===== config.mk =====
export PLATFORM = sky130hd
export DESIGN_NAME = usb_tx_encoder_flat
export DESIGN_NICKNAME = d
export VERILOG_FILES = /design/src/rtl/usb_tx_encoder_if.sv /design/src/rtl/usb_tx_encoder.sv /design/src/flat_wrapper.sv
export SDC_FILE = /design/constraint.sdc
export NUM_CORES = 1
export LEC_CHECK = 0
export BUFFER_PORTS_ARGS = -buffer_cell sky130_fd_sc_hd__buf_2
export CORE_MARGIN = 2
export CORE_UTILIZATION = 55
export CTS_CLUSTER_SIZE = 10
export DETAILED_ROUTE_END_ITERATION = 16
export GPL_TIMING_DRIVEN = 0
export PLACE_DENSITY = 0.79
export SKIP_LAST_GASP = 1
export SYNTH_ARGS = -nofsm -noshare
export SYNTH_HDL_FRONTEND = slang
export SYNTH_SLANG_ARGS = --single-unit

===== constraint.sdc =====
create_clock -name clk -period 2.3 [get_ports clk]
set_clock_uncertainty 0.05 [all_clocks]
set_input_delay 0.115 -clock clk [delete_from_list [all_inputs] [get_ports clk]]
set_output_delay 0.115 -clock clk [all_outputs]
set_load 0.01 [all_outputs]

===== src/rtl/usb_tx_encoder_if.sv =====
// Transmit-side bus between the host/tx FIFO and the USB full-speed encoder.
// USB_TX_ABORT_EN adds the tx_abort request line.
interface usb_tx_encoder_if;
  logic       tx_start;
  logic [3:0] tx_pid;
  logic       fifo_empty;
  logic [7:0] fifo_rdata;
  logic       fifo_renable;
  logic       tx_busy;
  logic       tx_done;
  logic       tx_error;
  logic       dplus_out;
  logic       dminus_out;
`ifdef USB_TX_ABORT_EN
  logic       tx_abort;
`endif

  modport master (
`ifdef USB_TX_ABORT_EN
    output tx_abort,
`endif
    output tx_start, tx_pid, fifo_empty, fifo_rdata,
    input  fifo_renable, tx_busy, tx_done, tx_error, dplus_out, dminus_out
  );

  modport slave (
`ifdef USB_TX_ABORT_EN
    input  tx_abort,
`endif
    input  tx_start, tx_pid, fifo_empty, fifo_rdata,
    output fifo_renable, tx_busy, tx_done, tx_error, dplus_out, dminus_out
  );
endinterface


===== src/rtl/usb_tx_encoder.sv =====
// USB full-speed packet transmitter: SYNC/PID/payload/CRC16/EOP framing with bit stuffing and NRZI.
// Optional USB_TX_ABORT_EN: tx_abort ends the packet with a bit-stuff violation and an error completion.
module usb_tx_encoder #(
  parameter int unsigned CLKS_PER_BIT = 4,
  parameter int unsigned MAX_BYTES    = 64
) (
  input  logic              clk,
  input  logic              rst,
  usb_tx_encoder_if.slave   bus
);
  localparam int unsigned TW = $clog2(CLKS_PER_BIT);
  localparam int unsigned BW = $clog2(MAX_BYTES + 1);

  typedef enum logic [2:0] {
    ST_IDLE, ST_SYNC, ST_PID, ST_DATA, ST_CRC, ST_EOP_SE0, ST_EOP_J, ST_ABORT
  } state_t;

  state_t          state_q, state_d;
  logic [TW-1:0]   timer_q, timer_d;
  logic [3:0]      cnt_q, cnt_d;
  logic [15:0]     sh_q, sh_d;
  logic [2:0]      ones_q, ones_d;
  logic [15:0]     crc_q, crc_d;
  logic [BW-1:0]   bytes_q, bytes_d;
  logic [3:0]      pid_q, pid_d;
  logic            abort_q, abort_d;
  logic            dp_q, dp_d, dm_q, dm_d;
  logic            ren_q, ren_d, busy_q, busy_d, done_q, done_d, err_q, err_d;

  logic            bnd, stuffed, field_end, byte_ok, send, sbit, lvl, abort_in;
  logic [2:0]      ones_base;
  logic [15:0]     crc_tx;

`ifdef USB_TX_ABORT_EN
  assign abort_in = bus.tx_abort;
`else
  assign abort_in = 1'b0;
`endif

  function automatic logic [15:0] crc_byte(input logic [15:0] c, input logic [7:0] d);
    logic [15:0] r;
    r = c;
    for (int i = 0; i < 8; i++) begin
      r = {r[14:0], 1'b0} ^ ((d[i] ^ r[15]) ? 16'h8005 : 16'h0000);
    end
    return r;
  endfunction

  function automatic logic [15:0] rev16(input logic [15:0] v);
    logic [15:0] r;
    for (int i = 0; i < 16; i++) r[i] = v[15-i];
    return r;
  endfunction

  // Next-state and next-output logic; a bit is launched only at a bit boundary
  always_comb begin
    state_d   = state_q;
    timer_d   = timer_q;
    cnt_d     = cnt_q;
    sh_d      = sh_q;
    ones_d    = ones_q;
    crc_d     = crc_q;
    bytes_d   = bytes_q;
    pid_d     = pid_q;
    abort_d   = abort_q;
    dp_d      = dp_q;
    dm_d      = dm_q;
    ren_d     = 1'b0;
    busy_d    = busy_q;
    done_d    = 1'b0;
    err_d     = 1'b0;
    send      = 1'b0;
    sbit      = 1'b0;
    lvl       = dp_q;
    ones_base = ones_q;
    crc_tx    = rev16(~crc_q);
    bnd       = (timer_q == TW'(CLKS_PER_BIT - 1));
    stuffed   = (state_q inside {ST_SYNC, ST_PID, ST_DATA, ST_CRC});
    field_end = (cnt_q == ((state_q == ST_CRC) ? 4'd15 : 4'd7));
    byte_ok   = !bus.fifo_empty && (bytes_q < BW'(MAX_BYTES));

    if (state_q != ST_IDLE) timer_d = bnd ? '0 : timer_q + 1'b1;
    if (stuffed && abort_in) abort_d = 1'b1;

    case (state_q)
      ST_IDLE: begin
        if (bus.tx_start) begin
          if (bus.tx_pid[1]) begin
            state_d   = ST_SYNC;
            pid_d     = bus.tx_pid;
            busy_d    = 1'b1;
            timer_d   = '0;
            cnt_d     = '0;
            sh_d      = 16'h0040;
            crc_d     = 16'hFFFF;
            bytes_d   = '0;
            abort_d   = 1'b0;
            lvl       = 1'b1;
            ones_base = '0;
            send      = 1'b1;
            sbit      = 1'b0;
          end else begin
            err_d = 1'b1;
          end
        end
      end
      ST_SYNC, ST_PID, ST_DATA, ST_CRC: begin
        if (bnd) begin
          send = 1'b1;
          if (abort_q || abort_in) begin
            // Abort: hold the line (NRZI ones) without stuffing
            state_d = ST_ABORT;
            cnt_d   = '0;
            send    = 1'b0;
          end else if (ones_q == 3'd6) begin
            sbit = 1'b0;
          end else if (!field_end) begin
            sbit  = sh_q[0];
            sh_d  = sh_q >> 1;
            cnt_d = cnt_q + 1'b1;
          end else begin
            cnt_d = '0;
            if (state_q == ST_SYNC) begin
              state_d = ST_PID;
              sbit    = pid_q[0];
              sh_d    = 16'({~pid_q, pid_q} >> 1);
            end else if (state_q == ST_CRC || (state_q == ST_PID && !pid_q[0])) begin
              state_d = ST_EOP_SE0;
              send    = 1'b0;
              dp_d    = 1'b0;
              dm_d    = 1'b0;
            end else if (byte_ok) begin
              state_d = ST_DATA;
              ren_d   = 1'b1;
              bytes_d = bytes_q + 1'b1;
              crc_d   = crc_byte(crc_q, bus.fifo_rdata);
              sbit    = bus.fifo_rdata[0];
              sh_d    = 16'(bus.fifo_rdata >> 1);
            end else begin
              state_d = ST_CRC;
              sbit    = crc_tx[0];
              sh_d    = crc_tx >> 1;
            end
          end
        end
      end
      ST_ABORT: begin
        if (bnd) begin
          if (cnt_q != 4'd7) begin
            cnt_d = cnt_q + 1'b1;
          end else begin
            state_d = ST_EOP_SE0;
            cnt_d   = '0;
            dp_d    = 1'b0;
            dm_d    = 1'b0;
          end
        end
      end
      ST_EOP_SE0: begin
        if (bnd) begin
          if (cnt_q == 4'd0) begin
            cnt_d = 4'd1;
          end else begin
            state_d = ST_EOP_J;
            dp_d    = 1'b1;
            dm_d    = 1'b0;
          end
        end
      end
      ST_EOP_J: begin
        if (bnd) begin
          state_d = ST_IDLE;
          busy_d  = 1'b0;
          done_d  = 1'b1;
          err_d   = abort_q;
          abort_d = 1'b0;
        end
      end
      default: state_d = ST_IDLE;
    endcase

    // NRZI: a 0 toggles the line, a 1 holds it
    if (send) begin
      dp_d   = sbit ? lvl : ~lvl;
      dm_d   = ~dp_d;
      ones_d = sbit ? ones_base + 3'd1 : 3'd0;
    end
  end

  always_ff @(posedge clk or posedge rst) begin
    if (rst) begin
      state_q <= ST_IDLE;
      timer_q <= '0;
      cnt_q   <= '0;
      sh_q    <= '0;
      ones_q  <= '0;
      crc_q   <= 16'hFFFF;
      bytes_q <= '0;
      pid_q   <= '0;
      abort_q <= 1'b0;
      dp_q    <= 1'b1;
      dm_q    <= 1'b0;
      ren_q   <= 1'b0;
      busy_q  <= 1'b0;
      done_q  <= 1'b0;
      err_q   <= 1'b0;
    end else begin
      state_q <= state_d;
      timer_q <= timer_d;
      cnt_q   <= cnt_d;
      sh_q    <= sh_d;
      ones_q  <= ones_d;
      crc_q   <= crc_d;
      bytes_q <= bytes_d;
      pid_q   <= pid_d;
      abort_q <= abort_d;
      dp_q    <= dp_d;
      dm_q    <= dm_d;
      ren_q   <= ren_d;
      busy_q  <= busy_d;
      done_q  <= done_d;
      err_q   <= err_d;
    end
  end

  assign bus.fifo_renable = ren_q;
  assign bus.tx_busy      = busy_q;
  assign bus.tx_done      = done_q;
  assign bus.tx_error     = err_q;
  assign bus.dplus_out    = dp_q;
  assign bus.dminus_out   = dm_q;
endmodule


===== src/flat_wrapper.sv =====
// flat-port wrapper written by rule: the top's interface ports become plain ports
module usb_tx_encoder_flat 
#(
  parameter int unsigned CLKS_PER_BIT = 4,
  parameter int unsigned MAX_BYTES    = 64
)
  (clk, rst, bus_tx_start, bus_tx_pid, bus_fifo_empty, bus_fifo_rdata, bus_fifo_renable, bus_tx_busy, bus_tx_done, bus_tx_error, bus_dplus_out, bus_dminus_out);
  usb_tx_encoder_if bus_i ();
  input  logic clk;
  input  logic rst;
  input wire logic [$bits(bus_i.tx_start)-1:0] bus_tx_start;
  input wire logic [$bits(bus_i.tx_pid)-1:0] bus_tx_pid;
  input wire logic [$bits(bus_i.fifo_empty)-1:0] bus_fifo_empty;
  input wire logic [$bits(bus_i.fifo_rdata)-1:0] bus_fifo_rdata;
  output wire logic [$bits(bus_i.fifo_renable)-1:0] bus_fifo_renable;
  output wire logic [$bits(bus_i.tx_busy)-1:0] bus_tx_busy;
  output wire logic [$bits(bus_i.tx_done)-1:0] bus_tx_done;
  output wire logic [$bits(bus_i.tx_error)-1:0] bus_tx_error;
  output wire logic [$bits(bus_i.dplus_out)-1:0] bus_dplus_out;
  output wire logic [$bits(bus_i.dminus_out)-1:0] bus_dminus_out;
  assign bus_i.tx_start = bus_tx_start;
  assign bus_i.tx_pid = bus_tx_pid;
  assign bus_i.fifo_empty = bus_fifo_empty;
  assign bus_i.fifo_rdata = bus_fifo_rdata;
  assign bus_fifo_renable = bus_i.fifo_renable;
  assign bus_tx_busy = bus_i.tx_busy;
  assign bus_tx_done = bus_i.tx_done;
  assign bus_tx_error = bus_i.tx_error;
  assign bus_dplus_out = bus_i.dplus_out;
  assign bus_dminus_out = bus_i.dminus_out;
  usb_tx_encoder #(.CLKS_PER_BIT(CLKS_PER_BIT), .MAX_BYTES(MAX_BYTES)) u_core (.clk(clk), .rst(rst), .bus(bus_i));
endmodule

=== Word-level counts from Yosys, hierarchy flattened ===
Index checks and enable logic that the tools add are counted.

* Register bits: 62
* Bits of input ports: 16
* Logic and storage cells: 231

* Add/subtract/negate cells: 4
* Order comparisons: 1
* Equal/unequal tests: 39
* Multiplexer cells: 132
* Bitwise operators: 20
* Reductions and logical operators: 20

{| class="wikitable"
|+ Operators by type and width
! operator !! number
|-
| 16-bit two-way mux || 25
|-
| 16-bit XOR || 8
|-
| 16-bit case mux with 2 select lines || 2
|-
| 7-bit two-way mux || 9
|-
| 3-bit two-way mux || 18
|-
| 1-bit two-way mux || 52
|-
| 4-bit two-way mux || 11
|-
| 10-bit AND reduction || 2
|-
| 3-bit by 1-bit != test with 1-bit output (second input constant) || 6
|-
| 2-bit != test (second input constant) || 8
|-
| 16-bit inverter || 1
|-
| 4-bit case mux with 4 select lines || 1
|-
| 3-bit == test (second input constant) || 5
|-
| 15-bit two-way mux || 1
|-
| 3-bit by 2-bit != test with 1-bit output (second input constant) || 5
|-
| 3-bit case mux with 5 select lines || 1
|-
| 2-bit by 1-bit != test with 1-bit output (second input constant) || 7
|-
| 7-bit case mux with 2 select lines || 1
|-
| 11-bit AND reduction || 1
|-
| 2-bit two-way mux || 5
|-
| 1-bit case mux with 2 select lines || 4
|-
| 8-bit AND reduction || 1
|-
| 4-bit nonzero test || 2
|-
| 1-bit XOR || 8
|-
| other kinds (26) || 32
|}

=== Longest topological paths before layout ===
* Depth in word-level cells: 32
* Depth in mapped cells: 10
* Gate-level depth less buffers: 8

=== Least setup slack after synthesis ===
OpenSTA, ideal clock, no wires.

* Path type: reg-to-reg
* From: reg u_core.state_q[1]
* To: reg u_core.ones_q[2]
* Data arrival time: 2,004 ps
* Path slack: 114 ps
* Stages on the path, launching flop included: 11
* Buffers on the path: 3
* Period minus slack after synthesis: 2,186 ps
* Cell sequence: dfrtp_1 > buf_6 > buf_6 > nor3_1 > nand3_1 > clkbuf_1 > and2_1 > ha_1 > and2_1 > o2bb2ai_1 > o21ai_0

* Cells in the longest elaborated chain, start to end: 11

{| class="wikitable"
|+ Ends and longest elaborated chain
! what !! RTL line !! RTL
|-
| start, declared || usb_tx_encoder.sv:18 || <nowiki>state_t state_q, state_d;</nowiki>
|-
| start signal, assigned || usb_tx_encoder.sv:208 || <nowiki>state_q <= state_d;</nowiki>
|-
| 3-bit by 2-bit == test with 1-bit output || - ||
|-
| 1-bit logical AND || usb_tx_encoder.sv:127 || <nowiki>end else if (state_q == ST_CRC || (state_q == ST_PID && !pid_q[0])) begin</nowiki>
|-
| 1-bit logical OR || usb_tx_encoder.sv:127 ||
|-
| 1-bit two-way mux || usb_tx_encoder.sv:127 ||
|-
| 1-bit two-way mux || usb_tx_encoder.sv:123 || <nowiki>if (state_q == ST_SYNC) begin</nowiki>
|-
| 1-bit two-way mux || usb_tx_encoder.sv:117 || <nowiki>end else if (!field_end) begin</nowiki>
|-
| 1-bit two-way mux || usb_tx_encoder.sv:115 || <nowiki>end else if (ones_q == 3'd6) begin</nowiki>
|-
| 1-bit two-way mux || usb_tx_encoder.sv:110 || <nowiki>if (abort_q || abort_in) begin</nowiki>
|-
| 1-bit two-way mux || usb_tx_encoder.sv:108 || <nowiki>if (bnd) begin</nowiki>
|-
| 1-bit two-way mux || - ||
|-
| 3-bit two-way mux || usb_tx_encoder.sv:186 || <nowiki>ones_d = sbit ? ones_base + 3'd1 : 3'd0;</nowiki>
|-
| end signal, assigned || usb_tx_encoder.sv:212 || <nowiki>ones_q <= ones_d;</nowiki>
|-
| end, declared || usb_tx_encoder.sv:22 || <nowiki>logic [2:0] ones_q, ones_d;</nowiki>
|}

Several ways; a longest one is shown, not always the timed one.
A chain may end at the register's enable or synchronous reset.

=== Worst setup path after layout ===
Same ends and word-level chain as after synthesis.

==> impl_metrics.tcl <==
set metrics [dict create \
    post-place-ws_ps -285 \
    ir_drop_mv 0.895 \
    fillers 507 \
    io-pin-count 22 \
    drt_first_pass_iters 6 \
    grtUsageTotal_pct 25.1 \
    cp-end-kind "flop" \
    slew_violations 0 \
    final_hold_viol_count 0 \
    synth.area.top_cells "dfrtp_1 (31%), dfstp_2 (13%), nand2_1 (5.0%)" \
    yosys.area.top_type "dfrtp_1" \
    area_growth_pct 15.3 \
    drt-total-wl_um 8500 \
    drtIter0Drc 272 \
    path_clk_slew_ps 70 \
    seq_area_frac_synth_pct 43.2 \
    dieArea_um2 7060 \
    crit_type "reg -> reg" \
    startpoint_type "flop" \
    cts-root-buf "clkbuf_8" \
    antenna_found_initial 0 \
    multi_input_area_um2 1870 \
    p_per_area_nw_per_um2 1380 \
    crit_fanout 10 \
    fmax_mhz 446 \
    min_period_ps 2240 \
    async_reset_ff_share_pct 100 \
    max-clock-path-buffers 2 \
    crit_slowest_cell "dfrtp_1" \
    drcViolationCount 0 \
    worst_pin_slew_ps 665 \
    total_power_mw 5.59 \
    min_path_type "in -> reg" \
    internal_power_mw 3.23 \
    final_util_pct 64.7 \
    hpwl_um 5980 \
    drv_cap 0 \
    setup_viol 0 \
    gr-total-overflow 0 \
    std_cell_rows 29 \
    max_stage_delay_ps 380 \
    ant_nets 0 \
    routabilityCongestion 0.951 \
    netlist_top_cells_count "nand2_1 (47), dfrtp_1 (43), nor2_1 (39), a21oi_1 (24), dfstp_2 (17)" \
    post-route-period-util_pct 97.6 \
    syn_area_um2 3520 \
    switching_power_mw 2.36 \
    yosys.area.top_type_share_pct 30.6 \
    cts_max_level 3 \
    cp.arrival_ps 2400 \
    clock_latency_ps 340 \
    grt_max_degree 32 \
    p_comb_share_pct 51.2 \
    regArea_um2 1520 \
    synthesis.nets 396 \
    antenna_cells 0 \
    syn_inst 375 \
    seq_power_share_pct 32.0 \
    portBuffers 21 \
    sw_frac_of_total_pct 42.2 \
    rsz0062_at_grt "yes" \
    p_leak_nw 1.74 \
    dr_total_vias 3009 \
    maxSlewHeadroom_pct 55.6 \
    grt_pass1_vias 2809 \
    p_clk_share_pct 16.8 \
    status "finished clean" \
    crit_buf_inv 3 \
    finalSetupTns_ps 0 \
    cts_tree "done" \
    fin_nets 436 \
    initial_core_util_pct 56.1 \
    fin_ws_ps 55.5 \
    layout-drive-gt1-share_pct 25.0 \
    synth_flop_cell "dfrtp_1" \
    numCtsBuffers 9 \
    avgSynthCellArea_um2 9.39 \
    whs_ps 121 \
    viasPerCell 6.05 \
    die_w_um 84.0 \
    cts_sinks 60 \
    coreArea_um2 6280 \
    path_delay_family "simple AND/OR/NAND/NOR gates" \
    wl_per_cell_um 17.1 \
    grt_pass1_wl_um 13900 \
    yosys_warnings 0 \
    crit_chain "buf_6 > buf_6 > nor3_4 > nand3_2 > buf_2 > and2_1 > ha_1 > and2_1 > o2bb2ai_1 > o21ai_0" \
    yosysMostFrequentCell "nand2_1" \
    die_height_um 84.0 \
    critPathRequiredTime_ps 2460 \
    synth_edf_count 0 \
    ys_ff_latch 60 \
    synth_cell_types 70 \
]
area by class of cell:
type                       count  area share (%)
timing repair buffer          29            4.74
inverter                      11            1.02
tap                           77            2.37
clock buffer                  14            4.53
multi-input combinational    282            46.1
buffer                        22            3.45
sequential                    60            37.5
clock inverter                 2           0.339
final timing paths:
kind / cells after the start / to / slack, ps / from
setup / recovery: 10 / u_core.ones_q[2] / 60 / u_core.state_q[1]
hold / removal: 4 / u_core.bus.dplus_out / 120 / bus_fifo_rdata[0]
setup reg to reg: 10 / u_core.ones_q[2] / 60 / u_core.state_q[1]
hold reg to reg: 2 / u_core.sh_q[3] / 430 / u_core.sh_q[3]
max in group asynchronous: 4 / u_core.crc_q[4] / 1180 / rst
min in group asynchronous: 3 / u_core.bytes_q[5] / 360 / rst
worst register-to-register path, stage by stage, from the launching register on:
cell       delay, ps
dfrtp_1          380
buf_6            140
buf_6            140
nor3_4           240
nand3_2          150
buf_2            220
and2_1           200
ha_1             210
and2_1           140
o2bb2ai_1        140
o21ai_0           90
placed cells by master (no fill, tap or decap), types with 5 or more instances in the layout:
master / Yosys / routed
a31oi_1: 8 / 8
clkbuf_1: 5 / 6
nor3_1: 6 / 5
buf_6: 5 / 5
a2bb2oi_1: 7 / 7
dfstp_2: 17 / 17
o31ai_1: 6 / 6
clkbuf_8: 0 / 11
inv_1: 11 / 10
nand3_1: 14 / 13
a21oi_1: 24 / 24
nor2_1: 39 / 39
and2_1: 6 / 6
dlygate4sd3_1: 0 / 6
xor2_1: 8 / 8
a211oi_1: 6 / 6
xnor2_1: 16 / 15
nand2_1: 47 / 46
buf_2: 8 / 31
o21ai_2: 7 / 8
o21ai_0: 16 / 16
dfrtp_1: 43 / 43
sequential cells by signal, summed over array words and instances, names as in the netlist:
name and cells:
u_core.pid_q 4, u_core.bytes_q 7, u_core.state_q 3, u_core.bus.dminus_out 1, u_core.bus.tx_busy 1, u_core.crc_q 16
u_core.ones_q 3, u_core.timer_q 2, u_core.bus.fifo_renable 1, u_core.bus.dplus_out 1, u_core.bus.tx_error 1, u_core.sh_q 15
u_core.bus.tx_done 1, u_core.cnt_q 4
per-stage QoR:
step	std cells	instance area, µm²
after floorplan	375	3520
after global placement	473	3720
after detailed placement	474	3740
after CTS	497	4010
after global routing	497	4060
final	497	4060
kinds of logic (layout without fill, tap and decap cells):
kind of cell | after synthesis | count (layout) | synth area share [%]
simple gates | 141 | 141 | 20.2
fa+ha+maj | 6 | 6 | 2.06
compound gates | 102 | 102 | 20.2
flops | 60 | 60 | 43.2
xor+xnor | 26 | 26 | 7.10
mux | 7 | 7 | 2.10
buf+inv | 33 | 78 | 5.12
what timing repair did:
item	CTS	global route
hold buffers	6	0
buffers inserted	1	0
setup endpoints to repair	17	24
endpoints found under the hold margin	25	0
resized for setup	1	14
metal layers:
metal	up-vias	track usage (%)	wire, µm
met2	128	37.7	3840
met5	-	0	0
li1	1412	-	-
met4	0	9.97	195
met3	20	4.55	598
met1	1449	36.0	3860
power groups by stage:
stage	logic [mW]	registers [mW]	clock network (mW)
2_1_floorplan	2.17	1.71	0
3_3_place_gp	2.64	1.77	0
3_5_place_dp	2.70	1.78	0
4_1_cts	2.75	1.77	0.947
5_1_grt	3.12	1.83	0.984
6_report	2.86	1.79	0.941
Power figures use the tool's default switching activity.
